<file path="src/rtl/debounce_filter.sv">
// Synchroniser plus four-state debounce filter for one raw asynchronous input.
// Define DEBOUNCE_EDGE_PULSE_EN to add the registered rise_p/fall_p edge pulses.
module debounce_filter #(
    parameter int SYNC_STAGES = 2,
    parameter int CNT_W       = 16,
    parameter int STABLE_CNT  = 1000,
    parameter int INIT_LEVEL  = 0
) (
    input  logic       clk,
    input  logic       Reset,
    input  logic       en,
    input  logic       din,
    output logic       dout,
    output logic       dout_n,
    output logic       busy,
    output logic [7:0] glitch_cnt
`ifdef DEBOUNCE_EDGE_PULSE_EN
    ,
    output logic       rise_p,
    output logic       fall_p
`endif
);

    // Bit 0 of the encoding marks the qualifying states, so busy is a plain register bit.
    typedef enum logic [1:0] {
        STABLE_LO = 2'b00,
        WAIT_HI   = 2'b01,
        STABLE_HI = 2'b10,
        WAIT_LO   = 2'b11
    } state_e;

    localparam logic             INIT_BIT    = (INIT_LEVEL != 0);
    localparam state_e           RESET_STATE = INIT_BIT ? STABLE_HI : STABLE_LO;
    localparam logic [CNT_W-1:0] CNT_LAST    = CNT_W'(STABLE_CNT - 1);
    localparam logic [CNT_W-1:0] CNT_ONE     = {{(CNT_W-1){1'b0}}, 1'b1};

    if ((SYNC_STAGES < 2) || (SYNC_STAGES > 4)) begin : g_bad_sync
        $error("debounce_filter: SYNC_STAGES must be in 2..4");
    end
    if ((STABLE_CNT < 1) || (longint'(STABLE_CNT) > ((longint'(1) << CNT_W) - longint'(1)))) begin : g_bad_cnt
        $error("debounce_filter: STABLE_CNT must be in 1..2^CNT_W-1");
    end
    if ((INIT_LEVEL != 0) && (INIT_LEVEL != 1)) begin : g_bad_init
        $error("debounce_filter: INIT_LEVEL must be 0 or 1");
    end

    function automatic logic [7:0] sat_inc8(input logic [7:0] v);
        return (v == 8'hFF) ? v : (v + 8'd1);
    endfunction

    logic [SYNC_STAGES-1:0] sync_q;
    logic                   s;
    state_e                 state_q, state_d;
    logic [CNT_W-1:0]       cnt_q, cnt_d;
    logic                   dout_q, dout_d;
    logic                   dout_n_q, dout_n_d;
    logic [7:0]             glitch_q, glitch_d;

    assign s = sync_q[SYNC_STAGES-1];

    // Synchroniser shift chain, clocked every cycle independent of en.
    always_ff @(posedge clk or posedge Reset) begin
        if (Reset) begin
            sync_q <= {SYNC_STAGES{INIT_BIT}};
        end else begin
            sync_q <= {sync_q[SYNC_STAGES-2:0], din};
        end
    end

    // Next-state logic; an abort is tested before count completion and ignores en.
    always_comb begin
        state_d  = state_q;
        cnt_d    = cnt_q;
        dout_d   = dout_q;
        dout_n_d = dout_n_q;
        glitch_d = glitch_q;
        case (state_q)
            STABLE_LO: begin
                if (s) begin
                    state_d = WAIT_HI;
                    cnt_d   = {CNT_W{1'b0}};
                end else begin
                    state_d = STABLE_LO;
                end
            end
            WAIT_HI: begin
                if (!s) begin
                    state_d  = STABLE_LO;
                    glitch_d = sat_inc8(glitch_q);
                end else if (en && (cnt_q == CNT_LAST)) begin
                    state_d  = STABLE_HI;
                    dout_d   = 1'b1;
                    dout_n_d = 1'b0;
                end else if (en) begin
                    cnt_d = cnt_q + CNT_ONE;
                end else begin
                    cnt_d = cnt_q;
                end
            end
            STABLE_HI: begin
                if (!s) begin
                    state_d = WAIT_LO;
                    cnt_d   = {CNT_W{1'b0}};
                end else begin
                    state_d = STABLE_HI;
                end
            end
            WAIT_LO: begin
                if (s) begin
                    state_d  = STABLE_HI;
                    glitch_d = sat_inc8(glitch_q);
                end else if (en && (cnt_q == CNT_LAST)) begin
                    state_d  = STABLE_LO;
                    dout_d   = 1'b0;
                    dout_n_d = 1'b1;
                end else if (en) begin
                    cnt_d = cnt_q + CNT_ONE;
                end else begin
                    cnt_d = cnt_q;
                end
            end
            default: begin
                state_d  = RESET_STATE;
                cnt_d    = {CNT_W{1'b0}};
                dout_d   = INIT_BIT;
                dout_n_d = ~INIT_BIT;
            end
        endcase
    end

    // Filter state, counter and output registers.
    always_ff @(posedge clk or posedge Reset) begin
        if (Reset) begin
            state_q  <= RESET_STATE;
            cnt_q    <= {CNT_W{1'b0}};
            dout_q   <= INIT_BIT;
            dout_n_q <= ~INIT_BIT;
            glitch_q <= 8'd0;
        end else begin
            state_q  <= state_d;
            cnt_q    <= cnt_d;
            dout_q   <= dout_d;
            dout_n_q <= dout_n_d;
            glitch_q <= glitch_d;
        end
    end

    assign dout       = dout_q;
    assign dout_n     = dout_n_q;
    assign busy       = state_q[0];
    assign glitch_cnt = glitch_q;

`ifdef DEBOUNCE_EDGE_PULSE_EN
    logic rise_q, fall_q;

    // Edge pulses register in the same edge that updates dout.
    always_ff @(posedge clk or posedge Reset) begin
        if (Reset) begin
            rise_q <= 1'b0;
            fall_q <= 1'b0;
        end else begin
            rise_q <= dout_d & ~dout_q;
            fall_q <= ~dout_d & dout_q;
        end
    end

    assign rise_p = rise_q;
    assign fall_p = fall_q;
`endif

endmodule
</file>
<file path="config.mk">
export PLATFORM = sky130hd
export DESIGN_NAME = debounce_filter
export DESIGN_NICKNAME = d
export VERILOG_FILES = /design/src/rtl/debounce_filter.sv
export SDC_FILE = /design/constraint.sdc
export NUM_CORES = 1
export LEC_CHECK = 0
export CORE_UTILIZATION = 51
export DETAILED_ROUTE_END_ITERATION = 8
export GPL_TIMING_DRIVEN = 0
export PLACE_DENSITY = 0.71
export REMOVE_ABC_BUFFERS = 1
export SYNTH_ARGS = -nofsm -noshare
export SYNTH_HDL_FRONTEND = slang
export SYNTH_SLANG_ARGS = --single-unit
</file>
<file path="constraint.sdc">
create_clock -name clk -period 2.4 [get_ports clk]
set_clock_uncertainty 0.1 [all_clocks]
set_input_delay 0.48 -clock clk [delete_from_list [all_inputs] [get_ports clk]]
set_output_delay 0.48 -clock clk [all_outputs]
set_load 0.02 [all_outputs]
</file>
==> impl_metrics.csv, run 1 <==
group,metric,value,unit
synth,yosys_warnings,0,
synth,synth-main-ff-cell,"dfrtp_1",
global_route,grt_max_degree,31,
final_layout,area_delta_synth_final,12.1,%
critical_path,worst_r2r_path_depth,4,
die,num_rows,19,
synth,synth_area_per_cell,9.92,sq um
timing,rsz0062_at_grt,"false",
critical_path,worst_ep_required_time,2.56,ns
route,wl_per_cell,14.2,microns
critical_path,crit_chain,"clkdlybuf4s50_1, nor2b_1, or4b_1, or4_1, a21oi_1",
synth,syn_area,1590,sq um
synth,async_flop_share,100,%
critical_path,setup.worst_path.class,"input port to flip-flop",
clock_network,clockBufferDepth,2,
worst_hold_path,hold_path_class,"flip-flop to flip-flop",
critical_path,cp_max_fo,8,
timing,period_minus_slack,2.26,ns
critical_path,arrival,2.42,ns
global_route,grt_pass1_wl,5.22,mm
status,status,"finished, final reports clean",
clock_network,htreeDepth,2,
die,pin_count,15,
critical_path,critPathMaxStageDelay,0.63,ns
route,firstDrtPassIters,4,
timing,tns,0,ns
synth,yosysMostFrequentCell,"dfrtp_1",
timing,tightestPinTransition,1.13,ns
clock_network,cts_tree,"yes",
final_layout,final_layout_size_suffix_gt1_share,11.4,%
global_route,antenna_found_initial,0,
synth,synth_cell_types,43,
final_layout,nets,180,
die,fp.coreArea,2850,sq um
clock_network,numCtsBuffers,5,
clock_network,post_cts_buffers,0,
final_layout,antennaDiodeCount,0,
final_layout,fillers,229,
route,ant_nets,0,
worst_hold_path,min_path_cells,0,
route,drt-total-wl,2.93,mm
global_route,grt_pass1_vias,1151,
place,dpl.cell_count,198,
route,via_per_inst,6.03,
power,peakVddDrop,0.000766,V
timing,setup_viol,0,
global_route,grtUsageTotal,20.8,%
critical_path,cp_slowest_cell,"or4b_1",
flow_run,maxCapViolCount,0,
critical_path,start_kind,"input port",
place,postPlaceCellArea,1710,sq um
timing,period_share,94.2,%
place,routabilityCongestion,0.775,
die,start_util,55.7,%
timing,hold_viol,0,
timing,slew_violations,0,
global_route,overflow,0,
timing,fmax,0.442,GHz
synth,netlist_top_cells_count,"dfrtp_1 (29), nand2_1 (13), a21oi_1 (10)",
synth,ys_seq_area_share,47.4,%
route,drt-initial-drc-count,35,
die,die_x,57.8,microns
route,drc,0,
synth,ys_seq_elements,30,
worst_hold_path,holdCritStartpoint,"sync_q[0]",
synth,yosysTopAreaCellShare,45.7,%
place,dpl.hpwl,1.98,mm
critical_path,startpoint,"en",
synth,synth_edf_count,0,
power,powerDensity,741,nW/um^2
synth,synthCells,160,
place,port_buffers,14,
route,routed-via-count,1242,
synth,synth.largest_area_cell,"dfrtp_1",
clock_network,clock_latency,0.33,ns
clock_network,clkTransAtPathRegs,0.09,ns
final_layout,final_area,1780,sq um
die,fp.dieArea,3340,sq um
die,die_h,57.8,microns
synth,synth_area_leaders,"dfrtp_1 (46%), mux2_2 (4.3%), a21oi_1 (3.2%)",
power,total_leakage_power,0.723,nW
clock_network,cts.sinks,30,
timing,slew_headroom,24.9,%
critical_path,endpoint_kind,"flip-flop",
clock_network,cts-root-buf,"clkbuf_4",
final_layout,final_cells,206,
==> logic make-up (layout without fill, tap and decap cells) <==
family | after synthesis | in the layout | synth area share [%]
AND/OR/NAND/NOR | 67 | 67 | 23.6
AO/OA/AOI/OAI | 31 | 31 | 12.8
flip-flops | 30 | 30 | 47.4
buffers and inverters | 16 | 31 | 5.83
XOR/XNOR | 7 | 7 | 3.86
multiplexers | 7 | 7 | 4.89
adder cells (fa/ha/maj) | 2 | 2 | 1.58
==> routing by layer <==
metal | global-route usage, % | part of all wire [%] | vias to the layer above
li1 | - | - | 619
met1 | 27.0 | 49 | 598
met2 | 32.4 | 46 | 19
met3 | 6.92 | 3.6 | 6
met4 | 8.16 | 1.6 | 0
met5 | 0 | 0 | -
==> power breakdown <==
part | switching [mW] | total (mW) | internal (mW)
clock | 0.170 | 0.315 | 0.144
sequential | 0.101 | 0.674 | 0.573
combinational | 0.165 | 0.329 | 0.165
total | 0.436 | 1.32 | 0.882
==> state kept, by name (all words and copies together) (netlist names), named ones only <==
name and flops:
glitch_cnt 8, cnt_q 16, sync_q 2, state_q 1, dout_n 1, dout 1
==> critical path: cells and delay by family <==
kind	cells	cell delay, ns
buf+inv	1	0.60
compound gates	1	0.15
simple gates	3	1.19
==> cell usage in the layout (no fill, tap or decap), drive strengths merged, types with 8 or more instances in the layout <==
cell type,netlist,routed
dfrtp,29,29
clkdlybuf4s50,0,14
nand2,13,13
a21oi,10,10
nor2,10,10
inv,9,9
nand4,8,8
nand3,8,8
clkbuf,5,8
==> timing repair <==
| action | 4_1_cts | 5_1_grt |
|---|---|---|
| hold buffers | 0 | 0 |
| hold endpoints to repair | 0 | 0 |
| gates resized for setup | 1 | 2 |
| endpoints found under the setup margin | 2 | 5 |
==> metrics by stage <==
stage	util [%]	power [mW]	worst slack (ns)	hold slack, ns
2_1_floorplan	-	0.859	0.279	0.231
3_3_place_gp	59.9	0.996	-0.217	0.240
3_5_place_dp	59.9	1.01	-0.208	0.244
4_1_cts	62.2	1.33	0.0557	0.264
5_1_grt	62.4	1.39	0.0210	0.272
6_report	62.4	1.32	0.139	0.260
==> path summary, 6_finish.rpt <==
check | slack, ns | end
worst max-delay path | 0.14 | cnt_q[14]
worst min-delay path | 0.26 | sync_q[1]
worst max register to register | 0.22 | cnt_q[14]
worst min register to register | 0.26 | sync_q[1]
min in group asynchronous | 0.63 | cnt_q[8]
max in group asynchronous | 0.83 | state_q[0]
==> final cells by class <==
class | count | area, sq um | share of cell area [%]
Clock buffer | 8 | 58.8 | 3.31
Timing Repair Buffer | 14 | 140 | 7.88
Inverter | 9 | 33.8 | 1.90
Tap cell | 31 | 38.8 | 2.18
Sequential cell | 30 | 753 | 42.3
Multi-Input combinational cell | 114 | 754 | 42.4
No activity file was read; power rests on OpenSTA's default activity.
==> inputs of run 2 (changes only) <==
- CORE_ASPECT_RATIO: not set -> 1.25
==> run 2 against run 1 <==
Largest power group unchanged. Sequential power hardly changed. Critical path depth stayed put. Non-clock buffer count stayed put. Combinational power is 1% lower. Largest cell class unchanged. Count of clock-buffer cells in the layout is 1 lower.
==> impl_metrics.csv, run 2 (synthesis gave the netlist of run 1 again) <==
group,metric,value,unit
power,peakVddDrop,0.000554,V
final_layout,top_register,"cnt_q",
power,total_power,1.31,mW
clock_network,numCtsBuffers,5,
route,top_layer,"met4",
place,dpl.hpwl,2.21,mm
critical_path,setup.worst_path.class,"input port to flip-flop",
final_layout,most-common-layout-cells,"dfrtp_1 (28), clkdlybuf4s50_1 (14), nand2_1 (13)",
power,power_frac_clock,23.8,%
timing,fmax,0.436,GHz
route,routed-via-count,1269,
route,firstDrtPassIters,4,
timing,rsz0062_at_grt,"false",
final_layout,largest_reg_flops,16,
worst_hold_path,hold_path_class,"flip-flop to flip-flop",
clock_network,cts_tree,"yes",
final_layout,nets,180,
timing,hold_viol,0,
place,postPlaceCellArea,1710,sq um
power,total_leakage_power,0.726,nW
timing,slew_violations,0,
global_route,grtUsageTotal,23.3,%
critical_path,cp_max_fo,8,
critical_path,endpoint_kind,"flip-flop",
clock_network,clockBufferDepth,2,
die,pin_count,15,
global_route,overflow,0,
critical_path,arrival,2.45,ns
final_layout,seq_area,753,sq um
clock_network,cts.sinks,30,
power,comb_power_share,24.7,%
clock_network,clkTransAtPathRegs,0.10,ns
die,num_rows,22,
final_layout,finish.utilization,60.7,%
route,routed-wl-met3,118,microns
timing,period_minus_slack,2.29,ns
global_route,grt_max_degree,31,
power,switching_power,0.434,mW
clock_network,cts-root-buf,"clkbuf_4",
final_layout,final_area,1790,sq um
die,fp.dieArea,3340,sq um
route,ant_nets,0,
die,fp.coreArea,2950,sq um
global_route,grt_pass1_vias,1285,
timing,slew_headroom,25.0,%
power,switching_share,33.1,%
place,routabilityCongestion,0.837,
global_route,antenna_found_initial,0,
route,wl_met1,1.33,mm
global_route,grt_pass1_wl,5.72,mm
power,p_int,0.878,mW
clock_network,clock_latency,0.33,ns
timing,period_share,95.5,%
die,die_h,64.4,microns
final_layout,area_delta_synth_final,12.5,%
power,powerDensity,734,nW/um^2
die,start_util,53.9,%
final_layout,layout_commonest_cell,"dfrtp_1",
die,die_x,51.9,microns
route,via_per_inst,6.01,
timing,tightestPinTransition,1.12,ns
route,wl_met2,1.64,mm
critical_path,start_kind,"input port",
final_layout,multi_input_area,754,sq um
clock_network,htreeDepth,2,
critical_path,worst_ep_required_time,2.56,ns
place,port_buffers,14,
final_layout,final_layout_size_suffix_gt1_share,12.0,%
status,status,"finished, final reports clean",
final_layout,fillers,246,
route,drt-initial-drc-count,32,
final_layout,antennaDiodeCount,0,
clock_network,holdBufCountCts,0,
flow_run,maxCapViolCount,0,
timing,setup_viol,0,
route,drc,0,
power,seq_power_share,51.4,%
route,wl_per_cell,14.9,microns
route,drt-total-wl,3.15,mm
==> run 2: cell types whose count changed in the layout (fill, tap and decap cells not counted), sizes merged <==
cell,delta
clkbuf,-1
clkinv,+1
==> run 2: worst paths after layout <==
check	cells past startpoint	from	slack, ns	end
max	5	en	0.11	cnt_q[14]
min	0	sync_q[0]	0.26	sync_q[1]
max reg2reg	4	flip-flop	0.18	cnt_q[14]
min reg2reg	0	sync_q[0]	0.26	sync_q[1]
max in group asynchronous	2	Reset	0.79	state_q[0]
min in group asynchronous	2	Reset	0.65	dout
==> run 2: what timing repair did <==
| item | CTS | global route |
|---|---|---|
| resized for setup | 1 | 2 |
| buffers inserted | 0 | 0 |
| gates cloned | 0 | 0 |
| endpoints found under the setup margin | 2 | 5 |
==> run 2: power by group through the flow <==
stage	combinational (mW)	sequential, mW	clock [mW]
2_1_floorplan	0.137	0.722	0
3_3_place_gp	0.321	0.679	0
3_5_place_dp	0.326	0.682	0
4_1_cts	0.329	0.674	0.319
5_1_grt	0.356	0.690	0.338
6_report	0.325	0.675	0.313
==> run 2: critical path, stage by stage <==
cell and delay [ns]:
clkdlybuf4s50_1 0.58, nor2b_1 0.12, or4b_1 0.65, or4_1 0.46
a21oi_1 0.16
==> run 2: final cells by class <==
type	count	area share (%)
clock inverter	1	0.280
clock buffer	7	3.08
sequential	30	42.2
inverter	9	1.89
timing repair buffer	14	7.84
multi-input combinational	114	42.2
tap	36	2.52
==> run 2: through the flow <==
stage | instances | setup TNS, ns | setup slack [ns] | hold WS (ns)
global route | 211 | 0 | 0.00929 | 0.275
global placement | 203 | -1.31 | -0.202 | 0.236
finish | 211 | 0 | 0.108 | 0.257
detailed placement | 203 | -1.63 | -0.233 | 0.240
floorplan | 153 | 0 | 0.279 | 0.231
CTS | 211 | 0 | 0.0895 | 0.261
==> run 2: per-layer routing <==
| layer | vias to the layer above | global-route usage [%] |
|---|---|---|
| met2 | 31 | 37.8 |
| met3 | 7 | 6.43 |
| met5 | - | 0 |
| met1 | 614 | 27.5 |
| met4 | 0 | 11.5 |
| li1 | 617 | - |
==> inputs of run 3 (changes only) <==
--- a/config.mk
+++ b/config.mk
@@ -7,2 +7,3 @@
 export LEC_CHECK = 0
+export ABC_AREA = 1
 export CORE_ASPECT_RATIO = 1.25
@@ -11,4 +12,5 @@
 export GPL_TIMING_DRIVEN = 0
-export PLACE_DENSITY = 0.71
+export PLACE_DENSITY = 0.7
 export REMOVE_ABC_BUFFERS = 1
+export SKIP_LAST_GASP = 1
 export SYNTH_ARGS = -nofsm -noshare
==> constraint.sdc (replaced) <==
create_clock -name clk -period 2.4 [get_ports clk]
set_clock_uncertainty 0.1 [all_clocks]
set_input_delay 0.6 -clock clk [delete_from_list [all_inputs] [get_ports clk]]
set_output_delay 0.6 -clock clk [all_outputs]
set_load 0.02 [all_outputs]
==> run 3 against run 2 <==
Routed wire length rose by 9.2%. Power rose by 6.2%. Combinational power fell by 13%. Setup slack improved by 0.026 ns. Via count rose by 19%. Critical path depth fell by 4. Final cell count rose by 38%. Register-to-register slack improved by 0.33 ns. Largest power group unchanged. Global-route usage fell by 2.9 points. Synthesized cell count rose by 48%. Sequential share of layout area fell by 6.3 points.
==> impl_metrics.csv, run 3 <==
group,metric,value,unit
clock_network,clockBufferDepth,2,
global_route,antenna_found_initial,0,
final_layout,most-common-layout-cells,"nand2_1 (70), dfrtp_1 (28), nand3_1 (26)",
final_layout,area_delta_synth_final,11.7,%
clock_network,cts.sinks,30,
clock_network,clkTransAtPathRegs,0.06,ns
critical_path,setup.worst_path.class,"flip-flop to primary output",
route,firstDrtPassIters,4,
die,fp.coreArea,3510,sq um
die,die_x,56.3,microns
synth,ys_seq_elements,30,
power,peakVddDrop,0.000561,V
synth,synth_cell_types,25,
global_route,grtUsageTotal,20.4,%
place,port_buffers,14,
final_layout,top_register,"cnt_q",
timing,period_minus_slack,2.27,ns
timing,slew_violations,0,
synth,synthCells,237,
power,switching_share,29.6,%
place,dpl.cell_count,284,
critical_path,crit_buf_inv,1,
synth,ys_seq_area_share,40.0,%
timing,setup_viol,0,
final_layout,antennaDiodeCount,0,
synth,synth.largest_area_cell,"dfrtp_1",
route,via_per_inst,5.19,
clock_network,cts-root-buf,"clkbuf_8",
timing,slew_headroom,23.9,%
status,status,"finished, final reports clean",
critical_path,cp_top_family,"buffers and inverters",
global_route,grt_pass1_wl,6.29,mm
global_route,grt_max_degree,32,
power,power_frac_clock,34.6,%
synth,synth_edf_count,0,
clock_network,htreeDepth,2,
timing,tightestPinTransition,1.14,ns
clock_network,cts_tree,"yes",
die,start_util,53.5,%
synth,async_flop_share,100,%
clock_network,post_cts_buffers,0,
synth,yosysMostFrequentCell,"nand2_1",
critical_path,start_kind,"flip-flop",
global_route,grt_pass1_vias,1475,
synth,yosys_warnings,0,
clock_network,holdBufCountCts,0,
critical_path,critPathMaxStageDelay,0.68,ns
clock_network,clock_latency,0.29,ns
power,seq_power_share,45.1,%
final_layout,nets,258,
place,dpl.hpwl,2.50,mm
global_route,overflow,0,
final_layout,layout_commonest_cell,"nand2_1",
die,pin_count,15,
timing,period_share,94.4,%
timing,hold_viol,0,
power,p_int,0.981,mW
final_layout,final_cells,292,
die,num_rows,24,
final_layout,largest_reg_flops,16,
synth,syn_area,1880,sq um
critical_path,worst_ep_required_time,1.70,ns
critical_path,arrival,1.57,ns
route,wl_per_cell,11.8,microns
die,die_h,69.9,microns
critical_path,cp_slowest_cell,"clkdlybuf4s50_1",
synth,yosysTopAreaCellShare,38.6,%
clock_network,numCtsBuffers,5,
final_layout,final_layout_size_suffix_gt1_share,16.2,%
power,powerDensity,664,nW/um^2
route,drc,0,
synth,synth_area_per_cell,7.93,sq um
power,total_leakage_power,0.966,nW
critical_path,cp_max_fo,20,
route,routed-via-count,1516,
timing,rsz0062_at_grt,"false",
timing,fmax,0.441,GHz
critical_path,crit_chain,"clkdlybuf4s50_1",
place,routabilityCongestion,0.855,
synth,netlist_top_cells_count,"nand2_1 (70), dfrtp_1 (29), nand3_1 (26)",
synth,synth_area_leaders,"dfrtp_1 (39%), nand2_1 (14%), nand3_1 (6.9%)",
clock_network,cts_resized,1,
worst_hold_path,hold_path_class,"flip-flop to flip-flop",
route,drt-total-wl,3.44,mm
die,fp.dieArea,3940,sq um
route,ant_nets,0,
route,drt-initial-drc-count,53,
timing,tns,0,ns
critical_path,endpoint_kind,"primary output",
power,switching_power,0.413,mW
synth,synth-main-ff-cell,"dfrtp_1",
power,comb_power_share,20.3,%
flow_run,maxCapViolCount,0,
[run 3: cell types whose count changed after synthesis, moves of 9 or more]
cell     change
nor2_1      +13
nand3_1     +18
nand2_2      +9
nand2_1     +57
o21ai_2     +14
inv_1       +15
[run 3: metrics by stage]
stage                     instance area (sq um)  hold WS, ns  util (%)  setup slack (ns)  power [mW]
after detailed placement                   1990        0.241      56.6             0.194       0.924
after floorplan                            1800        0.231         -             0.647       0.805
final                                      2100        0.252      59.8             0.135        1.39
after global placement                     1990        0.236      56.6             0.194       0.920
after global routing                       2100        0.260      59.8            0.0663        1.47
after CTS                                  2100        0.256      59.8             0.129        1.41
[run 3: worst paths after layout]
path / from / end / slack [ns] / cells past startpoint
worst max-delay path: state_q[0] / busy / 0.13 / 1
worst min register to register: sync_q[0] / sync_q[1] / 0.25 / 0
max in group asynchronous: Reset / state_q[0] / 0.62 / 2
worst min-delay path: sync_q[0] / sync_q[1] / 0.25 / 0
worst max register to register: cnt_q[0] / cnt_q[7] / 0.51 / 8
min in group asynchronous: Reset / cnt_q[1] / 0.81 / 2
[run 3: power groups by stage]
stage          combinational, mW  clock, mW  sequential (mW)
2_1_floorplan              0.132          0            0.673
3_3_place_gp               0.284          0            0.636
3_5_place_dp               0.287          0            0.636
4_1_cts                    0.288      0.498            0.628
5_1_grt                    0.312      0.514            0.641
6_report                   0.283      0.482            0.629
[run 3: area by class of cell]
type / count / area (sq um)
Tap cell: 39 / 48.8
Sequential cell: 30 / 753
Fill cell: 315 / 1410
Clock buffer: 8 / 110
Timing Repair Buffer: 14 / 140
Multi-Input combinational cell: 177 / 958
Inverter: 24 / 90.1
[run 3: kinds of logic after synthesis]
group,share of synthesized area [%]
xor+xnor,5.12
simple gates,36.4
flops,40.0
compound gates,8.12
buf+inv,9.05
fa+ha+maj,1.33
[run 3: worst register-to-register path, stage by stage, from the launching register on]
cell	delay, ns
dfrtp_1	0.43
ha_1	0.32
nand4_1	0.23
nor2_4	0.20
nand2_4	0.09
nand2_8	0.22
inv_1	0.09
nand2_1	0.06
nand2_1	0.04
[run 3: per-layer routing]
metal  part of all wire (%)  wire length, microns  track usage (%)  vias up
met5                      0                     0                0        -
met2                     49                  1670             33.7       20
met3                    3.1                   106             5.37       10
met4                    2.5                    86             8.40        0
li1                       -                     -                -      783
met1                     46                  1570             25.0      703
